File: config.mk
export PLATFORM = sky130hd
export DESIGN_NAME = hdmi_slip_ctrl
export DESIGN_NICKNAME = d
export VERILOG_FILES = /design/src/rtl/hdmi_slip_ctrl_pkg.sv /design/src/rtl/hdmi_token_count.sv /design/src/rtl/hdmi_slip_ctrl.sv
export SDC_FILE = /design/constraint.sdc
export NUM_CORES = 1
export LEC_CHECK = 0
export CORE_MARGIN = 2
export CORE_UTILIZATION = 30
export DETAILED_ROUTE_END_ITERATION = 8
export HOLD_SLACK_MARGIN = 0.05
export PLACE_DENSITY = 0.54
export SETUP_SLACK_MARGIN = 0.3
export SLEW_MARGIN = 40
export SYNTH_ARGS = -nofsm -noshare
export SYNTH_HDL_FRONTEND = slang
export SYNTH_SLANG_ARGS = --single-unit
File: constraint.sdc
create_clock -name i_pix_clk -period 5.2 [get_ports i_pix_clk]
set_clock_uncertainty 0.2 [all_clocks]
set_input_delay 1.56 -clock i_pix_clk [delete_from_list [all_inputs] [get_ports i_pix_clk]]
set_output_delay 1.56 -clock i_pix_clk [all_outputs]
set_load 0.05 [all_outputs]
File: src/rtl/hdmi_slip_ctrl_pkg.sv
// Shared definitions for the HDMI bit-alignment calibration sequencer:
// TMDS control tokens, sequencer state encoding and channel indices.
package hdmi_slip_ctrl_pkg;

  localparam logic [9:0] TMDS_TOK0 = 10'h354;
  localparam logic [9:0] TMDS_TOK1 = 10'h0ab;
  localparam logic [9:0] TMDS_TOK2 = 10'h154;
  localparam logic [9:0] TMDS_TOK3 = 10'h2ab;

  localparam int NUM_CH = 3;

  typedef enum logic [3:0] {
    ST_IDLE    = 4'd0,
    ST_SETTLE  = 4'd1,
    ST_MEASURE = 4'd2,
    ST_DECIDE  = 4'd3,
    ST_LOCKED  = 4'd4,
    ST_FAILED  = 4'd5
  } state_t;

  typedef enum logic [1:0] {
    CH_B = 2'd0,
    CH_G = 2'd1,
    CH_R = 2'd2
  } chan_t;

  function automatic logic is_token(input logic [9:0] w);
    return (w == TMDS_TOK0) || (w == TMDS_TOK1) ||
           (w == TMDS_TOK2) || (w == TMDS_TOK3);
  endfunction

endpackage

File: src/rtl/hdmi_token_count.sv
// Per-channel TMDS control-token detector with a saturating window counter.
// o_count_nxt exposes the value including this cycle's word, so a window can
// be judged on its last cycle while the counter restarts for the next one.
module hdmi_token_count
  import hdmi_slip_ctrl_pkg::*;
#(
  parameter int WINDOW_LG = 12
) (
  input  logic               i_clk,
  input  logic               i_reset,
  input  logic               i_clr,
  input  logic               i_en,
  input  logic [9:0]         i_data,
  output logic [WINDOW_LG:0] o_count,
  output logic [WINDOW_LG:0] o_count_nxt
);

  localparam int CW = WINDOW_LG + 1;

  logic [CW-1:0] r_count;
  logic          w_hit;
  logic          w_sat;

  assign w_hit       = i_en && is_token(i_data);
  assign w_sat       = &r_count;
  assign o_count_nxt = (w_hit && !w_sat) ? r_count + CW'(1) : r_count;
  assign o_count     = r_count;

  always_ff @(posedge i_clk) begin
    if (i_reset || i_clr) r_count <= '0;
    else                  r_count <= o_count_nxt;
  end

endmodule

File: src/rtl/hdmi_slip_ctrl.sv
// Bitslip calibration sequencer: sweeps B, G, R slips until each channel shows
// enough control tokens per window, then watches for lost alignment.
module hdmi_slip_ctrl
  import hdmi_slip_ctrl_pkg::*;
#(
  parameter int SETTLE_CYCLES = 4,
  parameter int WINDOW_LG     = 12,
  parameter int MIN_TOKENS    = 64,
  parameter int LOSS_WINDOWS  = 4
) (
  input  logic        i_pix_clk,
  input  logic        i_reset,
  input  logic        i_enable,
  input  logic        i_recal,
  input  logic [9:0]  i_r,
  input  logic [9:0]  i_g,
  input  logic [9:0]  i_b,
  output logic [4:0]  o_slip_r,
  output logic [4:0]  o_slip_g,
  output logic [4:0]  o_slip_b,
  output logic        o_locked,
  output logic        o_fail,
  output logic [31:0] o_status
);

  localparam int CW = WINDOW_LG + 1;
  localparam int LW = (LOSS_WINDOWS < 3) ? 1 : $clog2(LOSS_WINDOWS);

  localparam logic [CW-1:0] SETTLE_LAST = CW'(SETTLE_CYCLES - 1);
  localparam logic [CW-1:0] WIN_LAST    = CW'((1 << WINDOW_LG) - 1);
  localparam logic [CW-1:0] MIN_T       = CW'(MIN_TOKENS);
  localparam logic [LW-1:0] LOSS_LAST   = LW'(LOSS_WINDOWS - 1);

  state_t                       r_state;
  chan_t                        r_chan;
  logic [NUM_CH-1:0][4:0]       r_slip;
  logic [CW-1:0]                r_cnt;
  logic [LW-1:0]                r_loss;
  logic                         r_locked;
  logic                         r_fail;

  logic [NUM_CH-1:0][9:0]       w_data;
  logic [NUM_CH-1:0][CW-1:0]    w_count;
  logic [NUM_CH-1:0][CW-1:0]    w_count_nxt;
  logic                         w_en;
  logic                         w_clr;
  logic                         w_win_end;
  logic                         w_pass_cur;
  logic                         w_all_pass;
  logic [4:0]                   w_cur_slip;
  chan_t                        w_next_chan;

  assign w_data = {i_r, i_g, i_b};

  // Counters run in MEASURE and LOCKED only; every other state holds them at
  // zero, so each measurement and each LOCKED window starts from a clean count.
  assign w_en      = (r_state == ST_MEASURE) || (r_state == ST_LOCKED);
  assign w_win_end = (r_cnt == WIN_LAST);
  assign w_clr     = !w_en || ((r_state == ST_LOCKED) && w_win_end);

  for (genvar gi = 0; gi < NUM_CH; gi++) begin : g_cnt
    hdmi_token_count #(
      .WINDOW_LG (WINDOW_LG)
    ) u_cnt (
      .i_clk       (i_pix_clk),
      .i_reset     (i_reset),
      .i_clr       (w_clr),
      .i_en        (w_en),
      .i_data      (w_data[gi]),
      .o_count     (w_count[gi]),
      .o_count_nxt (w_count_nxt[gi])
    );
  end

  assign w_cur_slip  = r_slip[r_chan];
  assign w_pass_cur  = (w_count[r_chan] >= MIN_T);
  assign w_next_chan = (r_chan == CH_B) ? CH_G : CH_R;

  always_comb begin
    w_all_pass = 1'b1;
    for (int c = 0; c < NUM_CH; c++)
      if (w_count_nxt[c] < MIN_T) w_all_pass = 1'b0;
  end

  always_ff @(posedge i_pix_clk) begin
    if (i_reset) begin
      r_state  <= ST_IDLE;
      r_chan   <= CH_B;
      r_slip   <= '0;
      r_cnt    <= '0;
      r_loss   <= '0;
      r_locked <= 1'b0;
      r_fail   <= 1'b0;
    end else if (!i_enable) begin
      r_state  <= ST_IDLE;
      r_cnt    <= '0;
      r_locked <= 1'b0;
    end else if (i_recal) begin
      r_state  <= ST_SETTLE;
      r_chan   <= CH_B;
      r_slip   <= '0;
      r_cnt    <= '0;
      r_loss   <= '0;
      r_locked <= 1'b0;
      r_fail   <= 1'b0;
    end else begin
      case (r_state)
        ST_IDLE: begin
          r_chan       <= CH_B;
          r_slip[CH_B] <= '0;
          r_cnt        <= '0;
          r_state      <= ST_SETTLE;
        end
        ST_SETTLE: begin
          if (r_cnt == SETTLE_LAST) begin
            r_cnt   <= '0;
            r_state <= ST_MEASURE;
          end else begin
            r_cnt <= r_cnt + CW'(1);
          end
        end
        ST_MEASURE: begin
          if (w_win_end) begin
            r_cnt   <= '0;
            r_state <= ST_DECIDE;
          end else begin
            r_cnt <= r_cnt + CW'(1);
          end
        end
        ST_DECIDE: begin
          r_cnt <= '0;
          if (w_pass_cur) begin
            r_fail <= 1'b0;
            if (r_chan == CH_R) begin
              r_state  <= ST_LOCKED;
              r_locked <= 1'b1;
              r_loss   <= '0;
            end else begin
              r_chan              <= w_next_chan;
              r_slip[w_next_chan] <= '0;
              r_state             <= ST_SETTLE;
            end
          end else if (w_cur_slip == 5'd9) begin
            r_slip[r_chan] <= '0;
            r_fail         <= 1'b1;
            r_state        <= ST_FAILED;
          end else begin
            r_slip[r_chan] <= w_cur_slip + 5'd1;
            r_state        <= ST_SETTLE;
          end
        end
        ST_LOCKED: begin
          if (w_win_end) begin
            r_cnt <= '0;
            if (w_all_pass) begin
              r_loss <= '0;
            end else if (r_loss == LOSS_LAST) begin
              r_locked <= 1'b0;
              r_loss   <= '0;
              r_chan   <= CH_B;
              r_slip   <= '0;
              r_state  <= ST_SETTLE;
            end else begin
              r_loss <= r_loss + LW'(1);
            end
          end else begin
            r_cnt <= r_cnt + CW'(1);
          end
        end
        ST_FAILED: begin
          // Back off one window with slips held before sweeping again.
          if (w_win_end) begin
            r_cnt        <= '0;
            r_chan       <= CH_B;
            r_slip[CH_B] <= '0;
            r_state      <= ST_SETTLE;
          end else begin
            r_cnt <= r_cnt + CW'(1);
          end
        end
        default: r_state <= ST_IDLE;
      endcase
    end
  end

  assign o_slip_b = r_slip[CH_B];
  assign o_slip_g = r_slip[CH_G];
  assign o_slip_r = r_slip[CH_R];
  assign o_locked = r_locked;
  assign o_fail   = r_fail;
  assign o_status = {r_locked, r_fail, 2'b00, r_state,
                     3'h0, r_slip[CH_R], 3'h0, r_slip[CH_G], 3'h0, r_slip[CH_B]};

endmodule
# ---- Word level (Yosys, flattened, before mapping)
# Index checks and enable logic that the tools add are counted.
dict set report totals {
  register_bits 77
}
dict set report op_classes {
  addsub 6
  order_cmp 8
  n_eq_ne 40
  mux 65
  bitwise_logic 5
  reduce_logical 48
}
# cell n
set op_table {}
lappend op_table {{$mux W15} 7}
lappend op_table {{$mux W13} 6}
lappend op_table {{$eq A10 B10 Y1 const B} 6}
lappend op_table {{$add A13 B1 Y13 const B} 4}
lappend op_table {{$lt A13 B7 Y1 const B} 3}
lappend op_table {{$pmux W13 S3} 1}
lappend op_table {{$reduce_and A13 Y1} 3}
lappend op_table {{$and A15 B15 Y15} 2}
lappend op_table {{$eq A10 B8 Y1 const B} 3}
lappend op_table {{$eq A10 B9 Y1 const B} 3}
lappend op_table {{$not A15 Y15} 2}
lappend op_table {{$mux W2} 14}
lappend op_table {{$mux W4} 7}
lappend op_table {{$bmux W13 S2} 1}
lappend op_table {{$ne A3 B3 Y1 const B} 8}
lappend op_table {{$pmux W4 S6} 1}
lappend op_table {{$reduce_and A6 Y1} 4}
lappend op_table {{$demux W5 S2} 2}
lappend op_table {{$mux W5} 4}
lappend op_table {{$pmux W10 S2} 1}
lappend op_table {{$pmux W5 S4} 1}
lappend op_table {{$bwmux W15} 1}
lappend op_table {{$ne A2 B2 Y1 const B} 7}
lappend op_table {{$eq A13 B12 Y1 const B} 1}
lappend op_table {{other kinds (35)} 80}

# ---- Logic depth before layout (Yosys ltp)
# Gate-level depths: netlist of run 1.
dict set report depth {
  depth_word 15
  mapped_depth 13
}

# ---- Modules after synthesis
# Synthesis of run 1 repeated with hierarchy kept, for this count alone.
dict set report hier_totals {
  hier_cells 611
  area_unflattened_um2 5202.5
}
# module instances area_each_um2 cells_per_inst
set by_module_without_submodules {}
lappend by_module_without_submodules {hdmi_slip_ctrl 1 2778.9 350}
lappend by_module_without_submodules {{hdmi_token_count (g_cnt[0].u_cnt ...)} 2 793.3 89}
lappend by_module_without_submodules {{hdmi_token_count (g_cnt[2].u_cnt)} 1 837.1 83}

# ---- Worst setup path before layout of run 1
# No wires, ideal clock.
dict set report synth_timing {
  path_type {input to register}
  startpoint {in i_r[4]}
  endpoint {reg r_slip, in the netlist o_slip_b[2]}
  arrival_time_ps 3818
  setup_slack_ps 1058
  n_path_buf 1
  stages 10
  cell_sequence {nand4bb_1 > or4_1 > a21oi_2 > buf_4 > nand2_1 > a22oi_2 > o32ai_4 > o41ai_4 > nor2_2 > mux2_1}
}
dict set report synth_via {
  elab_chain_len 11
}
# element line
set synth_lines {}
lappend synth_lines {{start: declaration} hdmi_slip_ctrl.sv:15} ;# input logic [9:0] i_r,
lappend synth_lines {{$eq A10 B10 Y1 / $eq A10 B8 Y1 (equally long branches)} hdmi_slip_ctrl_pkg.sv:28} ;# return (w == TMDS_TOK0) || (w == TMDS_TOK1) ||
lappend synth_lines {{$logic_or A1 B1 Y1 (2 in series)} hdmi_slip_ctrl_pkg.sv:28}
lappend synth_lines {{$logic_or A1 B1 Y1 (*)} hdmi_slip_ctrl_pkg.sv:29} ;# (w == TMDS_TOK2) || (w == TMDS_TOK3);
lappend synth_lines {{$logic_and A1 B1 Y1 (*)} hdmi_token_count.sv:24} ;# assign w_hit = i_en && is_token(i_data);
lappend synth_lines {{$logic_and A1 B1 Y1 (*)} hdmi_token_count.sv:26} ;# assign o_count_nxt = (w_hit && !w_sat) ? r_count + CW'(1) : r_count;
lappend synth_lines {{$mux W13 (*)} hdmi_token_count.sv:26}
lappend synth_lines {{$lt A13 B7 Y1 (*)} hdmi_slip_ctrl.sv:82} ;# if (w_count_nxt[c] < MIN_T) w_all_pass = 1'b0;
lappend synth_lines {{$mux W1 (*)} hdmi_slip_ctrl.sv:82}
lappend synth_lines {{$ne A3 B3 Y1 (no line) (*)} n/a}
lappend synth_lines {{$reduce_and A7 Y1 (no line) (*)} n/a}
lappend synth_lines {{end signal: indexed assignment} hdmi_slip_ctrl.sv:148} ;# r_slip[r_chan] <= w_cur_slip + 5'd1;
lappend synth_lines {{end: declaration} hdmi_slip_ctrl.sv:36} ;# logic [NUM_CH-1:0][4:0] r_slip;
# Every way passes the cells marked *; elsewhere a longest branch is shown, timed or not.
# A chain may end at the register's enable or synchronous reset.

# ---- Worst setup path in the final report of run 1
dict set report layout_timing {
  startpoint {in i_r[5]}
  endpoint {reg r_slip, in the netlist o_slip_g[3]}
}
dict set report layout_via {
  elab_chain_len 11
}
# element line
set layout_lines {}
lappend layout_lines {{$eq A10 B10 Y1 / $eq A10 B8 Y1 (equally long branches)} hdmi_slip_ctrl_pkg.sv:28}
lappend layout_lines {{$logic_or A1 B1 Y1 (2 in series)} hdmi_slip_ctrl_pkg.sv:28}
lappend layout_lines {{$logic_or A1 B1 Y1 (*)} hdmi_slip_ctrl_pkg.sv:29}
lappend layout_lines {{$logic_and A1 B1 Y1 (*)} hdmi_token_count.sv:24}
lappend layout_lines {{$logic_and A1 B1 Y1 (*)} hdmi_token_count.sv:26}
lappend layout_lines {{$mux W13 (*)} hdmi_token_count.sv:26}
lappend layout_lines {{$lt A13 B7 Y1 (*)} hdmi_slip_ctrl.sv:82}
lappend layout_lines {{$mux W1 (*)} hdmi_slip_ctrl.sv:82}
lappend layout_lines {{$ne A3 B3 Y1 (no line) (*)} n/a}
lappend layout_lines {{$reduce_and A6 Y1 (no line) (*)} n/a}
# Marks and branches as above.

==> flow_summary_export.csv, run 1 <==
group,metric,value,unit
sta,hold_violations,0,
die,start_util,0.305,
final_layout,fin_nets,722,
synth,synthCells,645,
worst_setup_path,crit_path_end_kind,"register",
cts,cts_sinks,76,
synth,synth_edf_count,0,
cts,clock_path_buffers,2,
synth,postSynthAreaPerCell,7.79,um2
detailed_routing,drc,0,
sta,finalCritPeriodShare,0.883,
final_layout,fillers,1670,
placed_design,io_buffers,67,
sta,final.min_clock_period,4590,ps
die,core_region_area,16500,um2
detailed_routing,antenna_left,0,
die,die_h,133,um
placed_design,dpl-instance-area,5720,um2
final_layout,final_area,6030,um2
final_layout,multi_input_area,3140,um2
power,ir_drop,0.136,mV
die,fp.dieArea,17800,um2
synth,synth_top_family_by_area,"simple AND/OR/NAND/NOR gates",
grt,groute.usage.overall,0.142,
synth,async_flop_share,0,
detailed_routing,drt_pre_antenna_iters,5,
sta,layout_setup_ws,607,ps
worst_setup_path,critPathArrivalTime,4600,ps
synth,syn_area,5020,um2
synth,synth-xor-area-share,0.0767,
placed_design,hpwl,9240,um
detailed_routing,drt_iter0_markers,320,
cts,cts_resized,0,
placed_design,place_congestion,0.841,
die,die_x,133,um
grt,grt_max_degree,40,
synth,ys_seq_elements,76,
synth,synth-simple-area-share,0.325,
cts,htreeDepth,3,
worst_setup_path,crit_type,"input pin to register",
die,std_cell_rows,47,
sta,setup_violations,0,
power,finalPower,0.00130,W
detailed_routing,via_per_inst,5.18,
final_layout,final_common_cell,"nor2_1",
sta,worst_pin_slew,780,ps
synth,synth-compound-area-share,0.174,
final_layout,seq_area,1520,um2
sta,fin_tns_setup,0,ps
sta,maxSlewHeadroom,0.479,
synth,yosysSeqAreaShare,0.303,
cts,cts_setup_buffers,0,
grt,gr-total-overflow,0,
synth,synth_area_leaders,"dfxtp_1, nor2_1, nand2_1, xor2_1, buf_4",
run,drv_cap,0,
sta,fmax,0.218,GHz
grt,grt_pass1_vias,4294,
cts,cts_inserted_buffers,9,
synth,yosys_most_used_dff,"dfxtp_1",
placed_design,dp_slack,260,ps
die,ios,83,
final_layout,diodes,0,
synth,ys_types,78,
power,leakage,1.94,nW
final_layout,area_growth,20.0,%
detailed_routing,wl_per_cell,13.9,um
synth,synth-adder-area-share,0.0174,
cts,clk-insertion-delay-late,340,ps
power,p_per_area,215,nW/um2
cts,path_clk_slew,60,ps
final_layout,drive_above_1_share,0.0656,
synth,ys_warn_count,0,
grt,grt_pass1_wl,20900,um
hold_path,hp-class,"register to register",
worst_setup_path,start_kind,"input pin",
synth,synth_top_area_share,0.303,
detailed_routing,vias,4690,
sta,slew_violations,0,
sta,grt_setup_unrepaired,"false",
run_status,status,"finished clean",
synth,synth_top_cell_by_area,"dfxtp_1",
detailed_routing,routed_wl,12600,um
sta,fin_worst_hold_slack,271,ps
worst_setup_path,cp.required,5210,ps
synth,synthMuxAreaShare,0.0227,
cts,hold_buffers,0,
cts,cts_tree,"yes",
grt,antenna_found_initial,0,
cts,cts-root-buf,"clkbuf_16",
final_layout,final_cell_mix,"nor2_1, dfxtp_1, nand2_1",
worst_setup_path,path_max_fanout,7,
flip-flops by register name, summed over array words and instances (netlist names):
register,count
r_cnt,13
o_slip_b,5
g_cnt.u_cnt.o_count,39
r_state,3
r_chan,2
o_slip_g,5
o_locked,1
o_slip_r,5
r_loss,2
o_fail,1
Yosys cell counts, types with 4 or more instances:
cell      number
ha_1           7
xor2_1        27
nand3_1       25
nor2b_1        8
or3_1          5
mux2i_1        8
nand2b_1       4
buf_4         30
nand4_1       22
and4_1        10
nor2_1        83
nor4_1         6
buf_2          4
and3_1        16
or4_1          4
and2_1         8
o21ai_0       16
a31oi_1        5
o32ai_1        6
o211ai_1       5
inv_1         17
clkbuf_1      21
buf_1          5
nor3_1        17
a22oi_1        8
dfxtp_1       76
or2_2          5
o22ai_1        8
a21oi_1       27
xnor2_1       17
nand2_1       70
cell families after synthesis:
family / after synthesis
other: 1
adder cells (fa/ha/maj): 7
XOR/XNOR: 44
flip-flops: 76
multiplexers: 11
AND/OR/NAND/NOR: 312
buffers and inverters: 77
AO/OA/AOI/OAI: 117
where the power goes:
| part | internal, W | leakage (nW) | switching, W |
|---|---|---|---|
| sequential | 0.000583 | 0.613 | 0.00000164 |
| clock | 0.000384 | 0.144 | 0.000254 |
| combinational | 0.0000304 | 1.18 | 0.0000436 |
| total | 0.000997 | 1.94 | 0.000299 |
final cells by class:
| cell class | instances | share of cell area |
|---|---|---|
| multi-input cells | 503 | 0.521 |
| flip-flops and latches | 76 | 0.253 |
| repair buffers | 74 | 0.120 |
| well taps | 220 | 0.0457 |
| clock buffers | 10 | 0.0397 |
| clock inverters | 6 | 0.0106 |
| inverters | 17 | 0.0106 |
worst paths after layout:
kind	cells after the start	slack, ps	start	to
worst min register to register	2	270	r_loss[1]$_SDFFE_PP0P_	r_loss[1]$_SDFFE_PP0P_
worst max-delay path	10	610	i_r[5]	o_slip_g[3]$_SDFFE_PP0P_
worst min-delay path	2	270	r_loss[1]$_SDFFE_PP0P_	r_loss[1]$_SDFFE_PP0P_
worst max register to register	8	1660	r_chan[1]$_SDFFE_PP0P_	o_slip_r[3]$_SDFFE_PP0P_
metrics by stage:
stage          utilization  instances
2_1_floorplan            -        656
3_3_place_gp         0.347        890
3_5_place_dp         0.347        890
4_1_cts              0.366        906
5_1_grt              0.366        906
6_report             0.366        906
per-layer routing:
layer  routed length (um)  vias to the layer above  global-route usage
met3                  410                       13              0.0244
met1                 5860                     2220               0.180
met5                    0                        -                   0
li1                     -                     2358                   -
met4                  209                        0              0.0532
met2                 6130                       99               0.240
worst max-delay path, cell delays in order:
cell	delay [ps]
clkdlybuf4s50_1	480
nand4bb_1	100
or4_1	490
a21oi_2	310
nand3_1	170
a2bb2oi_1	200
o32ai_4	550
o31ai_1	140
a21oi_1	450
o32ai_1	130
Note: power is estimated with default switching activity, not from simulation.
==> run 2: changes to the inputs <==
- SKIP_LAST_GASP: not set -> 1
==> results of run 2 <==
Same layout as run 1: the final DEF is identical, and so are final timing and power.
